## config.mk

```make
export PLATFORM = sky130hd
export DESIGN_NAME = inst_fetch
export DESIGN_NICKNAME = d
export VERILOG_FILES = /design/src/rtl/inst_fetch_pkg.sv /design/src/rtl/icache_dm.sv /design/src/rtl/inst_fetch.sv
export SDC_FILE = /design/constraint.sdc
export NUM_CORES = 2
export LEC_CHECK = 0
export ABC_AREA = 1
export CORE_AREA = 2 2 500 874
export DETAILED_ROUTE_END_ITERATION = 8
export DIE_AREA = 0 0 502 876
export DONT_BUFFER_PORTS = 1
export SETUP_SLACK_MARGIN = 0.4
export SKIP_CTS_REPAIR_TIMING = 1
export SLEW_MARGIN = 20
export SYNTH_ARGS = -nofsm -noshare
export SYNTH_HDL_FRONTEND = slang
export SYNTH_SLANG_ARGS = --single-unit
```

## constraint.sdc

```tcl
create_clock -name clk -period 7.4 [get_ports clk]
set_input_delay 1.48 -clock clk [delete_from_list [all_inputs] [get_ports clk]]
set_output_delay 1.48 -clock clk [all_outputs]
set_load 0.05 [all_outputs]
```

## src/rtl/inst_fetch_pkg.sv

```systemverilog
// Shared types and constants for the instruction-fetch stage.
package inst_fetch_pkg;

    localparam int          XLEN      = 32;
    localparam logic [31:0] ZERO_WORD = 32'h0000_0000;
    localparam logic [31:0] PC_STEP   = 32'd4;

    // Fetch FSM: look up the cache, issue a miss request, wait for the fill.
    typedef enum logic [1:0] {
        S_LOOKUP = 2'd0,
        S_REQ    = 2'd1,
        S_WAIT   = 2'd2
    } fetch_state_t;

    // Sequential PC; the add wraps naturally at 32 bits.
    function automatic logic [XLEN-1:0] next_pc(input logic [XLEN-1:0] pc);
        return pc + PC_STEP;
    endfunction

endpackage

```

## src/rtl/icache_dm.sv

```systemverilog
// Direct-mapped instruction cache: one 32-bit instruction per line.
// Combinational hit/read at the current index, synchronous write at the same index.
module icache_dm
    import inst_fetch_pkg::*;
#(
    parameter int IDX_W = 6
) (
    input  logic                      clk,
    input  logic                      rst,
    input  logic [IDX_W-1:0]          i_idx,
    input  logic [XLEN-IDX_W-3:0]     i_tag,
    input  logic                      i_wr_en,
    input  logic [XLEN-1:0]           i_wr_data,
    output logic                      o_hit,
    output logic [XLEN-1:0]           o_rdata
);

    localparam int LINES = 1 << IDX_W;
    localparam int TAG_W = XLEN - IDX_W - 2;

    logic [LINES-1:0] r_valid;
    logic [TAG_W-1:0] r_tag  [LINES];
    logic [XLEN-1:0]  r_data [LINES];

    // Hit when the indexed line is valid and holds the same tag.
    always_comb begin
        o_hit   = r_valid[i_idx] && (r_tag[i_idx] == i_tag);
        o_rdata = r_data[i_idx];
    end

    // Valid bits: all cleared on reset, set when a line is filled.
    always_ff @(posedge clk) begin
        // NOTE: sequential state uses non-blocking assignments so every register samples pre-edge values.
        if (rst) begin
            r_valid <= '0;
        end else if (i_wr_en) begin
            r_valid[i_idx] <= 1'b1;
        end
    end

    // Tag and data arrays: written on fill only.
    always_ff @(posedge clk) begin
        // NOTE: the arrays are deliberately not reset; the valid bits alone decide whether a line is usable.
        if (i_wr_en) begin
            r_tag[i_idx]  <= i_tag;
            r_data[i_idx] <= i_wr_data;
        end
    end

endmodule

```

## src/rtl/inst_fetch.sv

```systemverilog
// Instruction-fetch stage: holds the PC, looks it up in a direct-mapped cache,
// fetches misses from the memory controller, and presents {pc, inst, valid}.
module inst_fetch
    import inst_fetch_pkg::*;
#(
    parameter int          IDX_W    = 6,
    parameter logic [31:0] RESET_PC = 32'h0000_0000
) (
    input  logic              clk,
    input  logic              rst,
    input  logic              stall_in,
    input  logic              jump_en,
    input  logic [XLEN-1:0]   jump_target,
    input  logic              mem_busy,
    input  logic              get_inst,
    input  logic [XLEN-1:0]   fetched_pc,
    input  logic [XLEN-1:0]   fetched_inst,
    output logic              if_req_out,
    output logic [XLEN-1:0]   addr_if_out,
    output logic              inst_flush,
    output logic              if_valid_out,
    output logic [XLEN-1:0]   if_pc_out,
    output logic [XLEN-1:0]   if_inst_out
);

    fetch_state_t           r_state;
    logic [XLEN-1:0]        r_pc;
    logic                   r_seen_busy;

    logic                   w_hit;
    logic [XLEN-1:0]        w_line;
    logic                   w_accept;
    logic                   w_fill;
    logic [IDX_W-1:0]       w_idx;
    logic [XLEN-IDX_W-3:0]  w_tag;

    // Cache address split and response acceptance. get_inst is a sticky level
    // from the previous fetch, so a response only counts once mem_busy has
    // been seen high during this wait and has dropped again.
    always_comb begin
        w_idx    = r_pc[IDX_W+1:2];
        w_tag    = r_pc[XLEN-1:IDX_W+2];
        w_accept = (r_state == S_WAIT) && r_seen_busy && !mem_busy &&
                   get_inst && (fetched_pc == r_pc);
        w_fill   = w_accept && !rst;
    end

    icache_dm #(
        .IDX_W (IDX_W)
    ) u_icache (
        .clk       (clk),
        .rst       (rst),
        .i_idx     (w_idx),
        .i_tag     (w_tag),
        .i_wr_en   (w_fill),
        .i_wr_data (fetched_inst),
        .o_hit     (w_hit),
        .o_rdata   (w_line)
    );

    // Fetch FSM with PC and all outputs registered; redirect beats everything but reset.
    always_ff @(posedge clk) begin
        if (rst) begin
            r_state      <= S_LOOKUP;
            r_pc         <= RESET_PC;
            r_seen_busy  <= 1'b0;
            if_req_out   <= 1'b0;
            addr_if_out  <= ZERO_WORD;
            inst_flush   <= 1'b0;
            if_valid_out <= 1'b0;
            if_pc_out    <= ZERO_WORD;
            if_inst_out  <= ZERO_WORD;
        end else begin
            if_req_out <= 1'b0;
            inst_flush <= 1'b0;
            if (jump_en) begin
                // Abort the memory fetch only if a request is actually outstanding.
                r_pc         <= jump_target;
                r_state      <= S_LOOKUP;
                r_seen_busy  <= 1'b0;
                if_valid_out <= 1'b0;
                inst_flush   <= (r_state == S_WAIT);
            end else begin
                case (r_state)
                    S_LOOKUP: begin
                        if (!stall_in) begin
                            if (w_hit) begin
                                if_valid_out <= 1'b1;
                                if_pc_out    <= r_pc;
                                if_inst_out  <= w_line;
                                r_pc         <= next_pc(r_pc);
                            end else begin
                                if_valid_out <= 1'b0;
                                r_state      <= S_REQ;
                            end
                        end
                    end
                    S_REQ: begin
                        if (!mem_busy) begin
                            if_req_out  <= 1'b1;
                            addr_if_out <= r_pc;
                            r_seen_busy <= 1'b0;
                            r_state     <= S_WAIT;
                        end
                    end
                    S_WAIT: begin
                        if (mem_busy) begin
                            r_seen_busy <= 1'b1;
                        end
                        if (w_accept) begin
                            // A stalled fill is left in the cache and delivered by the next lookup.
                            if (!stall_in) begin
                                if_valid_out <= 1'b1;
                                if_pc_out    <= r_pc;
                                if_inst_out  <= fetched_inst;
                                r_pc         <= next_pc(r_pc);
                            end
                            r_state <= S_LOOKUP;
                        end
                    end
                    default: r_state <= S_LOOKUP;
                endcase
            end
        end
    end

endmodule

```

* Word level (Yosys, flattened, before mapping)
Memory sizes are Yosys's and may differ from the RTL's. A register that Yosys moved wholly into a read port is not among the register bits.
Cells that the tools add are included.
** Operators by class
- Multiplexer cells :: 40
- Bitwise operators :: 4
- Add/sub/neg operators :: 1
- Reductions and logical operators :: 22
- Equal/unequal tests :: 15
- Magnitude comparators :: 2
** Operators by type and width (count)
- 32-bit 2-to-1 mux :: 13
- 32-bit case mux with 2 select lines :: 3
- 64-bit OR :: 1
- 32-bit by 3-bit adder with 32-bit output (second input constant) :: 1
- 32-bit equality test :: 1
- 24-bit equality test :: 1
- 6-bit 2-to-1 mux :: 4
- 2-bit inequality test (second input constant) :: 6
- 1-bit 2-to-1 mux :: 11
- 3-bit inequality test (second input constant) :: 3
- 2-bit 2-to-1 mux :: 4
- 4-bit AND reduction :: 2
- 1-bit logical AND :: 7
- 6-bit by 7-bit less-than comparator with 1-bit output (second input constant) :: 1
- 1-bit binary-select mux with 6-bit select :: 1
- 1-bit demux with 6-bit select :: 1
- 6-bit by 1-bit greater-or-equal comparator with 1-bit output (second input constant) :: 1
- 2-bit case mux with 3 select lines :: 1
- 3-bit AND reduction :: 2
- 6-bit AND reduction :: 1
- 5-bit AND reduction :: 1
- 1-bit case mux with 2 select lines :: 2
- 2-bit nonzero test :: 2
- 2-bit OR reduction :: 2
- other kinds (9) :: 12
** Word-level totals
- Bits in registers :: 198
- Output and inout bits :: 99
- RAM bits :: 3584
- Memories kept :: 2
- Bits of input ports :: 102
- Word-level logic and storage cells :: 96
** Memory list
- u_icache.r_data :: depth 64, bits a word 32, rd ports 1, clocked after Yosys merged registers in 1, write ports 1, RTL line icache_dm.sv:23 : logic [XLEN-1:0] r_data [LINES];
- u_icache.r_tag :: depth 64, bits a word 24, rd ports 1, clocked after Yosys merged registers in 1, write ports 1, RTL line icache_dm.sv:22 : logic [TAG_W-1:0] r_tag [LINES];

* Logic depth before layout (Yosys ltp)
- Depth in word-level cells :: 10
- Mapped depth :: 26
- Depth with buffers taken out :: 22

* Modules after synthesis
A second synthesis with hierarchy kept.
** Second synthesis, totals
- Cells, all modules :: 11586
- Area total of the unflattened synthesis :: 147717.9 um^2
** Modules (own cells, without submodules)
- icache_dm :: cells each 10509, area an instance 140589.8 um^2, sequential area each 108904.4 um^2, instances 1
- inst_fetch :: cells each 1077, area an instance 7128.1 um^2, sequential area each 2682.6 um^2, instances 1

* Worst setup path after synthesis
Ideal clock, no wire load.
- Path kind :: input to register
- From :: in fetched_pc[19]
- To :: mem u_icache.r_data[24][0] (enable)
- Arrival time :: 5.252 ns
- Slack :: 1.676 ns
- Path buffers :: 1
- Required time :: 6.928 ns
- Setup time :: 0.472 ns
- Cell stages on the path :: 11
- Path through :: xor2_1 > nor2_1 > nand4_1 > nor4_1 > nand4_1 > nor4_1 > nand3_1 > inv_1 > buf_2 > nand2_1 > nor2_1
** On the way
- Word-level cells in the longest chain between the ends :: 5
** RTL lines
- from (decl) :: RTL line inst_fetch.sv:16 : input logic [XLEN-1:0] fetched_pc,
- 32-bit equality test :: RTL line inst_fetch.sv:44 : get_inst && (fetched_pc == r_pc);
- 1-bit logical AND :: RTL line inst_fetch.sv:44
- 1-bit logical AND :: RTL line inst_fetch.sv:45 : w_fill = w_accept && !rst;
- 1-bit 2-to-1 mux :: RTL line icache_dm.sv:44 : if (i_wr_en) begin
- 1-bit 2-to-1 mux (not written as such) :: RTL line icache_dm.sv:46 : r_data[i_idx] <= i_wr_data;
- to (decl) :: RTL line icache_dm.sv:23
No other way between the ends.

==> results by stage <==
Cells and area:
- The final-stage net count is 12190.
- The layout cell share with drive strength beyond 1 is 7.500%.
- After filler insertion, the fill cell instance count of the layout stands at 40540.
- The post-synthesis to final-layout area growth is 11.79%.
- Excluding fillers, the count of instances in the completed layout stands at 18140.

STA:
- For the pin with the worst max-slew slack, the measured transition is 1323 ps.
- Setup repair after global routing left no endpoint under its margin.
- The total count of hold-check failures in the final report came to 0.
- The count of final max-slew check failures was 0.
- The final clock skew is 82.40 ps.
- The maximum frequency from static timing analysis is 174.9 MHz.
- Setup violations remaining at the end of the flow were counted as 0.
- The headroom to the max-slew limit is 11.12%.
- The final sum of negative setup slack is 0 ps.
- The worst path needs 5717 ps of the cycle, external delays included.
- Of the available clock period, the critical path in the final layout requires 77.25%.
- The worst-case hold slack is 463.6 ps.

Critical path:
- STA puts the critical path data required time at 8240 ps.
- The number of cells on the worst reg-to-reg path is 19.
- Along the worst path, the maximum fanout reaches 108.
- The type of element launching the critical path is a register.
- The data arrival time of the critical path is 6550 ps.
- The capturing element type of the critical path is a register.
- Traced cell by cell, the critical path runs through inv_8 -> buf_12 -> buf_4 -> nand2_1 -> nand3_1 -> nand3_1 -> nand3_1 -> nand3_1 -> nand3_1 -> nand2_1 -> xor2_1 -> nand3_1 -> nor2_1 -> nand2_1 -> nand2_1 -> nand2_8 -> inv_2 -> nor2_1 -> nor2_1.
- On the critical path, the stage with the largest delay is an instance of inv_8.
- The largest single stage delay on the critical path is 670 ps.
- The type of the setup path with the least slack is reg -> reg.
- By instance count, the cell type seen most on the critical path is nand3_1.

Logic synthesis:
- The synthesized flop and latch total is 3788.
- Summing the areas of all fa, ha and maj instances in the mapped netlist gives 0.008287% of the synthesized area.
- The commonest cells after synthesis are edfxtp_1, nand2_1, nor2_1, nand3_1, o21ai_0.
- The largest total area in the synthesized netlist belongs to edfxtp_1.
- Yosys mapped a number of flops with a built-in enable equal to 3584.
- The share of the synthesized area in the top cell type is 71.28%.
- Ranked by total cell area, the synthesized netlist is headed by edfxtp_1, nand3_1, nand2_1.
- The post-synthesis net count is 12410.
- The parity-gate share of the synthesized area counting xor and xnor cells is 0.2088%.
- The summed instance area of the synthesized netlist is 151000 um^2.
- The synthesized netlist devotes 14.45% of its cell area to simple gates.
- The total number of yosys warnings is 0.
- By area, the combinational part of the netlist is dominated by simple AND/OR/NAND/NOR gates.
- In the synthesized netlist the dominant register cell turns out to be edfxtp_1.
- A synthesized cell averages 12.27 um^2.
- Counting flops with an async set or reset pin after synthesis yields a share of 0%.
- Summing the areas of all compound-gate instances in the mapped netlist gives 8.226% of the synthesized area.
- The synthesized netlist cell count is 12310.
- The distinct cell type count of the synthesized netlist is 49.
- After synthesis, the share of cell area in mux cells is 0.1193%.
- In the post-synthesis netlist, the cell with the most instances is edfxtp_1.
- The sequential element share of the synthesized area is 73.98%.

Pwr:
- The cell-internal power is 34.32 mW.
- Net switching is 24.50% of the power.
- IR analysis of the VDD net gives a maximum drop of 186.4 uV.
- Combinational logic is responsible for 8.9% of the overall power.
- The analysis attributes to net switching a power of 11.13 mW.
- The share of total power dissipated in sequential elements is 52.0%.
- The power after layout is 45.45 mW.
- The cell leakage power is 55.82 nW.
- The clock share of power is 39.0%.
- The power density of the placed cells is 269.3 nW/um^2.

Clock network:
- Counting the buffers created by CTS gives 332.
- The clock insertion delay at the later pin of the skew report is 930 ps.
- The clock tree synthesis step divided the H-tree into 5 levels.
- The clock tree buffer depth is 4.
- Clock-pin slew was measured on the worst setup and hold paths at 70 ps.
- The CTS sink count is 3788.
- TritonCTS built the clock tree.
- The tree is rooted in a clkbuf_16.

Place:
- In this run the tool buffered the top-level ports with 0 buffer cells.
- The cell total after placement is 17540.
- The weighted congestion at the end of routability-driven global placement is 0.8701.
- The placed wire-length estimate is 284600 um.

Die:
- The initialized floorplan defines 320 standard-cell rows.
- The area of the die is 439800 um^2.
- The number of primary I/O pins is 201.
- The initial cell density of the core is 34.88%.
- The area of the core is 432800 um^2.
- The die is 502 um wide.
- The height of the chip is 876 um.

Global route:
- Global routing consumed, on the met1 layer, 25.61% of the routing resources.
- The final global-route overflow total is 0.
- The first global-routing pass estimated 698100 um of wire.
- The initial antenna violation count was 17.
- The number of global-route vias before repair is 96030.
- The maximum number of pins on one net before global-route repair is 161.
- The layer carrying the most global-route usage is met2.
- Global routing used 4.212% of the available met3 tracks.
- For this run, global-route usage on met2 was measured as 37.66%.
- The total track usage is 21.82%.

Hold path:
- The type of the tightest min-delay check is reg -> reg.
- The cell depth of the worst min-delay path is 2.

Route:
- The routed wire length is 497400 um.
- In the routed layout, each cell is associated on average with a via count of 5.576.
- The count of nets left with antenna violations once routing finished came out at 0.
- In the final routed layout, each cell accounts on average for 27.43 um.
- The number of design-rule violations left by the first detailed-router iteration is 11240.
- The number of iterations in the first detailed-routing pass is 8.
- The total number of vias is 101100.
- In the routed design, unresolved DRC markers number 0.

Outcome:
- The run finished with clean final reports.

Run:
- The tool flagged a number of max-cap violations equal to 0.
[registers in the layout (all words and copies together) (netlist names), named ones only]
name,flops
addr_if_out,32
if_inst_out,32
if_pc_out,32
if_req_out,1
if_valid_out,1
inst_flush,1
r_pc,32
r_seen_busy,1
r_state,2
u_icache.r_data,2048
u_icache.r_tag,1536
u_icache.r_valid,64
[per-layer routing]
metal | wire length (um) | vias up
met5 | 47 | -
met4 | 29660 | 6
met3 | 44110 | 1141
met2 | 246300 | 5028
met1 | 177300 | 50790
li1 | - | 44170
[layout by cell type, fill, tap and decap left out, drive strengths merged, types with 2 or more instances in the layout]
master | synthesis | routed
a21oi | 75 | 75
nand4 | 15 | 15
o31ai | 2 | 2
o22a | 4 | 4
xnor2 | 3 | 3
nor3 | 26 | 26
o22ai | 488 | 488
clkbuf | 397 | 412
o21a | 60 | 60
nand2 | 2022 | 2022
edfxtp | 3584 | 3584
a32o | 2 | 2
a21o | 3 | 3
o21ai | 1358 | 1358
xor2 | 33 | 33
o211ai | 32 | 32
a31oi | 21 | 21
nand3 | 1557 | 1557
clkinv | 2 | 116
a22o | 4 | 4
nor2 | 1605 | 1605
buf | 481 | 321
dfxtp | 204 | 204
or2 | 11 | 11
mux2i | 18 | 18
inv | 137 | 153
clkinvlp | 0 | 12
o21bai | 2 | 2
diode | 0 | 7
o311ai | 13 | 13
o32ai | 13 | 13
bufinv | 0 | 32
o221ai | 111 | 111
nor4 | 14 | 14
[worst paths after layout]
| path | start | slack, ps | end |
|---|---|---|---|
| worst max-delay path | register | 1680 | if_inst_out[13] |
| worst min-delay path | u_icache.r_valid[55] | 460 | u_icache.r_valid[55] |
| worst max register to register | register | 1680 | if_inst_out[13] |
| worst min register to register | u_icache.r_valid[55] | 460 | u_icache.r_valid[55] |
[per-stage QoR]
| stage | instance area, um^2 | worst slack, ps | utilization, % |
|---|---|---|---|
| 6_report | 168800 | 1683 | 39.00 |
| 5_1_grt | 168800 | 1439 | 39.00 |
| 4_1_cts | 168800 | 1809 | 38.99 |
| 3_5_place_dp | 158000 | 1512 | 36.50 |
| 3_3_place_gp | 158000 | 1438 | 36.50 |
| 2_1_floorplan | 151000 | 1676 | - |
[kinds of logic after synthesis]
group                    after synthesis
adder cells (fa/ha/maj)                1
flip-flops                          3788
buffers and inverters               1017
multiplexers                          18
AO/OA/AOI/OAI                       2192
AND/OR/NAND/NOR                     5253
XOR/XNOR                              36
[cell type report]
cell class                      instances  area [um^2]  area share (%)
Inverter                              139        566.8          0.3358
Sequential cell                      3788       111800           66.21
Clock inverter                        174         1808           1.071
Tap cell                             5796         7252           4.297
Clock buffer                          412         8992           5.328
Antenna cell                            7        17.52         0.01038
Multi-Input combinational cell       7500        35280           20.90
Timing Repair Buffer                  321         3110           1.843
[power groups by stage]
stage          Combinational [mW]  Clock, mW  Sequential (mW)
6_report                     4.07       17.7             23.7
2_1_floorplan                2.38          0             24.1
3_5_place_dp                 4.03          0             24.1
4_1_cts                      4.04       17.9             23.6
3_3_place_gp                 4.00          0             24.1
5_1_grt                      4.35       18.6             23.6
[critical path: cells and delay by family (launching register included)]
family	cells	cell delay, ps
xor gates and xnor gates	1	190
DFF	1	550
and+or+nand+nor	14	2440
buffers and inverters	4	2170
Power figures use the tool's default switching activity.
